===== src/rtl/parity_engine.sv =====
// Parity generator/checker with parallel-load and serial-accumulate paths.
// Optional saturating mismatch counter enabled by defining PARITY_ERR_CNT_EN.
module parity_engine #(
  parameter int unsigned DATA_WIDTH = 8,
  parameter int unsigned CNT_W      = 8
) (
  input  logic                  clk,
  input  logic                  rst,
  input  logic                  PAR_EN,
  input  logic [1:0]            PAR_TYP,
  input  logic                  start,
  input  logic                  bit_valid,
  input  logic                  bit_in,
  input  logic                  load,
  input  logic [DATA_WIDTH-1:0] P_DATA,
  input  logic                  chk_valid,
  input  logic                  rx_par_bit,
  output logic                  par_bit,
  output logic                  par_valid,
  output logic                  par_err,
  output logic [CNT_W-1:0]      err_count
);

  localparam int unsigned BitCntW = $clog2(DATA_WIDTH);
  localparam logic [BitCntW-1:0] LastBit = BitCntW'(DATA_WIDTH - 1);

  typedef enum logic [1:0] {
    StIdle,
    StAccum,
    StReady
  } state_e;

  state_e               state_q, state_d;
  logic                 acc_q, acc_d;
  logic [BitCntW-1:0]   cnt_q, cnt_d;
  logic                 par_en_q, par_en_d;
  logic [1:0]           par_typ_q, par_typ_d;
  logic                 par_bit_q, par_bit_d;
  logic                 par_err_q, par_err_d;

  // Maps the XOR of the data bits onto the line parity for the selected mode.
  function automatic logic final_parity(input logic en, input logic [1:0] typ, input logic x);
    logic p;
    p = 1'b0;
    if (en) begin
      unique case (typ)
        2'b00:   p = x;
        2'b01:   p = ~x;
        2'b10:   p = 1'b1;
        default: p = 1'b0;
      endcase
    end
    return p;
  endfunction

  always_comb begin
    state_d   = state_q;
    acc_d     = acc_q;
    cnt_d     = cnt_q;
    par_en_d  = par_en_q;
    par_typ_d = par_typ_q;
    par_bit_d = par_bit_q;
    par_err_d = 1'b0;

    unique case (state_q)
      StIdle: begin
        if (start) begin
          state_d   = StAccum;
          acc_d     = 1'b0;
          cnt_d     = '0;
          par_en_d  = PAR_EN;
          par_typ_d = PAR_TYP;
        end else if (load) begin
          state_d   = StReady;
          par_en_d  = PAR_EN;
          par_typ_d = PAR_TYP;
          par_bit_d = final_parity(PAR_EN, PAR_TYP, ^P_DATA);
        end
      end

      StAccum: begin
        if (start) begin
          acc_d     = 1'b0;
          cnt_d     = '0;
          par_en_d  = PAR_EN;
          par_typ_d = PAR_TYP;
        end else if (bit_valid) begin
          acc_d = acc_q ^ bit_in;
          if (cnt_q == LastBit) begin
            state_d   = StReady;
            cnt_d     = '0;
            par_bit_d = final_parity(par_en_q, par_typ_q, acc_q ^ bit_in);
          end else begin
            cnt_d = cnt_q + 1'b1;
          end
        end
      end

      StReady: begin
        // start and load both pre-empt a same-cycle check, which is dropped.
        if (start) begin
          state_d   = StAccum;
          acc_d     = 1'b0;
          cnt_d     = '0;
          par_en_d  = PAR_EN;
          par_typ_d = PAR_TYP;
        end else if (load) begin
          par_en_d  = PAR_EN;
          par_typ_d = PAR_TYP;
          par_bit_d = final_parity(PAR_EN, PAR_TYP, ^P_DATA);
        end else if (chk_valid) begin
          state_d   = StIdle;
          par_err_d = par_en_q && (rx_par_bit != par_bit_q);
        end
      end

      default: state_d = StIdle;
    endcase
  end

  always_ff @(posedge clk or negedge rst) begin
    if (!rst) begin
      state_q   <= StIdle;
      acc_q     <= 1'b0;
      cnt_q     <= '0;
      par_en_q  <= 1'b0;
      par_typ_q <= 2'b00;
      par_bit_q <= 1'b0;
      par_err_q <= 1'b0;
    end else begin
      state_q   <= state_d;
      acc_q     <= acc_d;
      cnt_q     <= cnt_d;
      par_en_q  <= par_en_d;
      par_typ_q <= par_typ_d;
      par_bit_q <= par_bit_d;
      par_err_q <= par_err_d;
    end
  end

  assign par_bit   = par_bit_q;
  assign par_valid = (state_q == StReady);
  assign par_err   = par_err_q;

`ifdef PARITY_ERR_CNT_EN
  logic [CNT_W-1:0] err_cnt_q;

  // Counts on par_err_d so the count moves on the same edge the pulse appears.
  always_ff @(posedge clk or negedge rst) begin
    if (!rst) begin
      err_cnt_q <= '0;
    end else if (par_err_d && (err_cnt_q != {CNT_W{1'b1}})) begin
      err_cnt_q <= err_cnt_q + 1'b1;
    end
  end

  assign err_count = err_cnt_q;
`else
  assign err_count = '0;
`endif

endmodule


===== config.mk =====
export PLATFORM = sky130hd
export DESIGN_NAME = parity_engine
export DESIGN_NICKNAME = d
export VERILOG_FILES = /design/src/rtl/parity_engine.sv
export SDC_FILE = /design/constraint.sdc
export NUM_CORES = 1
export LEC_CHECK = 0
export ABC_AREA = 0
export CORE_MARGIN = 2
export CORE_UTILIZATION = 30
export DETAILED_ROUTE_END_ITERATION = 8
export GPL_ROUTABILITY_DRIVEN = 0
export PLACE_DENSITY_LB_ADDON = 0.3
export SLEW_MARGIN = 20
export SYNTH_ARGS = -nofsm -noshare
export SYNTH_HDL_FRONTEND = slang
export SYNTH_SLANG_ARGS = --single-unit

===== constraint.sdc =====
create_clock -name clk -period 2.2 [get_ports clk]
set_clock_uncertainty 0.2 [all_clocks]
set_input_delay 0.33 -clock clk [delete_from_list [all_inputs] [get_ports clk]]
set_output_delay 0.33 -clock clk [all_outputs]
set_load 0.1 [all_outputs]

# Yosys cells after proc, flatten, opt, wreduce, memory -nomap -nowiden

Index checks and enable logic that the tools add are counted.

Register bits after elaboration: 11
Logic and storage cells: 82
Output and inout bits: 11
Input port bits: 19

Equality and inequality tests: 20
Bitwise logic cells: 3
Add/subtract/negate cells: 1
Reductions and logical operators: 11
Multiplexer cells: 40

Operator list:

| operator            | number |
|---|---|
| $mux 2              | 11 |
| $mux 1              | 17 |
| $mux 3              | 4 |
| $ne 3x3->1 const B  | 4 |
| $reduce_and 6->1    | 2 |
| $ne 2x2->1 const B  | 5 |
| $reduce_xor 8->1    | 1 |
| $eq 2x1->1 const B  | 3 |
| $eq 2x2->1 const B  | 3 |
| $logic_not 2->1     | 3 |
| $pmux 1 s2          | 3 |
| $pmux 1 s3          | 2 |
| $pmux 2 s3          | 1 |
| $pmux 3 s2          | 1 |
| $reduce_and 3->1    | 2 |
| $ne 2x1->1 const B  | 2 |
| $pmux 2 s2          | 1 |
| $add 3x1->3 const B | 1 |
| $eq 3x3->1 const B  | 1 |
| $ne 3x1->1 const B  | 1 |
| $not 1->1           | 2 |
| $reduce_bool 2->1   | 1 |
| $reduce_or 2->1     | 1 |
| $logic_and 1x1->1   | 1 |
| 2 further kinds     | 2 |

# Logic depth before layout (Yosys ltp)

Word-level depth: 8
Mapped depth: 7
Gate-level depth less buffers: 7

# Worst setup path before layout

Ideal clock, no wire load.

Kind: register to register
Start point: register state_q[0]
End point: register par_err_q, in the netlist par_err
Clock period less this slack: 2.506 ns
Slack: -0.306 ns
Path buffers: 1
Stages on the path, launching flop included: 5
Data required time: 1.921 ns
Arrival: 2.228 ns
Library setup time: 0.079 ns
Path through: dfrtp_1 -> buf_2 -> nor2b_1 -> nand4_1 -> nor2_1

Cells in the longest elaborated chain, start to end: 2

Ends and longest elaborated chain:

| what                     | RTL line | source |
|---|---|---|
| start: declaration       | 33       | `state_e state_q, state_d;` |
| start signal: assignment | 123      | `state_q <= StIdle;` |
| start signal: assignment | 131      | `state_q <= state_d;` |
| $eq 2x2->1               | -        |  |
| named net par_valid      | 19       | `output logic par_valid,` |
| $mux 1                   | 65       | `unique case (state_q)` |
| named net par_err_d      | 39       | `logic par_err_q, par_err_d;` |
| end signal: assignment   | 137      | `par_err_q <= par_err_d;` |
| end: declaration         | 39       |  |

The timed path passes the listed nets, and every way through them passes these cells.
A chain may end at the register's enable or synchronous reset.

# Worst setup path after layout

Start point: register cnt_q[0]
End point: register par_bit_q, in the netlist par_bit

Cells in the longest elaborated chain, start to end: 3

Ends and longest elaborated chain:

| what                              | RTL line | source |
|---|---|---|
| start: declaration                | 35       | `logic [BitCntW-1:0] cnt_q, cnt_d;` |
| start signal: assignment          | 133      | `cnt_q <= cnt_d;` |
| $eq 3x3->1                        | 89       | `if (cnt_q == LastBit) begin` |
| $ne 2x2->1 (no source line)       | -        |  |
| $reduce_and 6->1 (no source line) | -        |  |
| end signal: assignment            | 136      | `par_bit_q <= par_bit_d;` |
| end: declaration                  | 38       | `logic par_bit_q, par_bit_d;` |

Every way passes these cells.

==> results.yml <==
timing:
  hold_viol: 0
  tightest_slew_ns: 0.4998
  relSlewSlack_pct: 66.58
  fmax_ghz: 0.5248
  setup-tns-final_ns: 0
  final.min_clock_period_ns: 1.906
  whs_ns: 0.2033
  fin_ws_ns: 0.2945
  slew_violations: 0
  fin_crit_sh_pct: 86.62
  rsz0062_at_grt: "no"
  setup_violations: 0
detailed_routing:
  wl_per_cell_um: 10.08
  drcViolationCount: 0
  wl_mm: 1.280
  vias_per_cell: 4.520
  drtAntennaViolNets: 0
  vias: 574
  drt_iter0_drc: 7
  drt_first_pass_iters: 3
global_route:
  globalRouteTotalUtil_pct: 11.10
  grt_pass1_wl_mm: 2.277
  grt_overflow: 0
  grt_pass1_vias: 554
  grt_antenna_before_repair: 0
  grt_max_degree: 15
logic_synthesis:
  synthDistinctLibCells: 25
  yosysWarnings: 0
  synth_edf_count: 0
  synth-seq-cells: 11
  ys_seq_area_share_pct: 38.26
  synthCells: 75
  ys_async_sr_fraction_pct: 100.0
  synth_area_per_cell_um2: 9.593
  syn_area_um2: 719.4
  synth-main-ff-cell: "dfrtp_1"
critical_path:
  crit_arrival_ns: 1.90
  critPathKind: "flop to flop"
  required_ns: 2.20
  reg2reg_slack_ns: 0.29
  cp-end-kind: "flop"
  critPathMaxFanout: 4
  startpoint_type: "flop"
clock_network:
  cts_sinks: 11
  htreeDepth: 1
  cts.reportedPaths.clkPinSlew_ns: 0.07
  cts_hold_buf: 0
  cts_tree: "yes"
  insertion_delay_ns: 0.26
  postCtsSetupBuffers: 0
  cts_buffers: 3
  cts_resized: 0
  root_buffer: "clkbuf_4"
  clk_path_buf_depth: 2
pwr:
  powerDensity_nw_per_um2: 674.8
  p_leak_nw: 0.3978
  power_uw: 652.6
  irDropWorstVdd_mv: 0.3000
cells_and_area:
  antenna_cells: 0
  num-fill-cells: 225
  most-common-layout-cells: "clkdlybuf4s50_1 (18), dfrtp_1 (11), xnor2_1 (8), conb_1 (8), a21oi_1 (7)"
  layout-drive-gt1-share_pct: 13.13
  postLayoutCoreUtil_pct: 43.31
  area_growth_pct: 34.43
  nets: 121
  final_common_cell: "clkdlybuf4s50_1"
worst_hold_path:
  hold_class: "input pin to async pin"
place:
  place_hpwl_mm: 1.016
  io_buffers: 21
  preCtsSetupSlack_ns: 0.1866
floorplanning:
  core_area_um2: 2233
  pin_count: 30
  core.rowCount: 17
  chipWidth_um: 52.97
  die_h_um: 52.97
  start_util_pct: 32.21
  dieArea_um2: 2806
run:
  cap_violations: 0
status:
  status: "finished, final reports clean"
## final timing paths
check,from,to,cells past startpoint
max,cnt_q[0],par_bit,7
min,rst,par_err,1
max reg2reg,cnt_q[0],par_bit,7
min reg2reg,par_typ_q[1],par_typ_q[1],1
max in group asynchronous,rst,acc_q,1
min in group clk,par_typ_q[1],par_typ_q[1],1
## routing by layer
| layer | share of wire, % | global-route usage [%] | wire length [µm] | vias up |
|---|---|---|---|---|
| met2 | 48 | 18.33 | 608 | 24 |
| met5 | 0 | 0 | 0 | - |
| met4 | 1.4 | 5.128 | 18 | 0 |
| met3 | 7.3 | 2.825 | 94 | 2 |
| li1 | - | - | - | 295 |
| met1 | 44 | 13.41 | 559 | 253 |
## logic make-up after synthesis
group | Yosys count | synth area share (%)
adders and majority gates | 2 | 3.478
muxes | 4 | 6.260
buffers and inverters | 12 | 10.61
AOI/OAI and AO/OA | 14 | 11.30
and+or+nand+nor | 22 | 18.61
DFF | 11 | 38.26
other | 1 | 0.5212
xor gates and xnor gates | 9 | 10.96
## cells in the mapped netlist (2+ instances only)
| cell type | n | area share (%) |
|---|---|---|
| buf_4 | 8 | 8.3 |
| nand3_1 | 2 | 1.4 |
| nand2b_1 | 3 | 2.6 |
| a21oi_1 | 7 | 4.9 |
| o21ai_0 | 3 | 2.1 |
| dfrtp_1 | 11 | 38 |
| nor2_1 | 3 | 1.6 |
| inv_1 | 3 | 1.6 |
| xnor2_1 | 8 | 9.7 |
| nor2b_1 | 5 | 4.3 |
| mux2_2 | 4 | 6.3 |
| nand4b_1 | 3 | 3.7 |
| nor3_1 | 2 | 1.4 |
| ha_1 | 2 | 3.5 |
## power by group
group | internal [mW] | total (mW) | switching, mW | leakage (nW)
clock | 0.0699 | 0.134 | 0.0639 | 0.0150
combinational | 0.0976 | 0.263 | 0.165 | 0.245
sequential | 0.233 | 0.256 | 0.0231 | 0.138
total | 0.400 | 0.653 | 0.253 | 0.398
## worst max-delay path, stage by stage (launching register included)
cell      delay [ns]
dfrtp_1         0.37
ha_1            0.16
ha_1            0.21
nand4b_1        0.16
a21oi_2         0.23
nand4b_1        0.12
or3_1           0.31
nand3_1         0.08
## metrics by stage
stage,cell area (µm²),std cells
after floorplan,748.2,82
after global placement,940.9,123
after detailed placement,940.9,123
after CTS,967.2,127
after global routing,967.2,127
final,967.2,127
## state kept, by name, summed over array words and instances, names as in the netlist
name       flops
par_en_q       1
par_bit        1
state_q        2
par_typ_q      2
par_err        1
cnt_q          3
acc_q          1
## area by class of cell
type | instances | area (µm²) | share of cell area [%]
sequential | 11 | 275.3 | 28.46
timing repair buffer | 22 | 222.7 | 23.03
multi-input combinational | 59 | 396.6 | 41.01
inverter | 3 | 11.26 | 1.164
tap | 28 | 35.03 | 3.622
clock buffer | 4 | 26.28 | 2.717
Power figures use the tool's default switching activity.
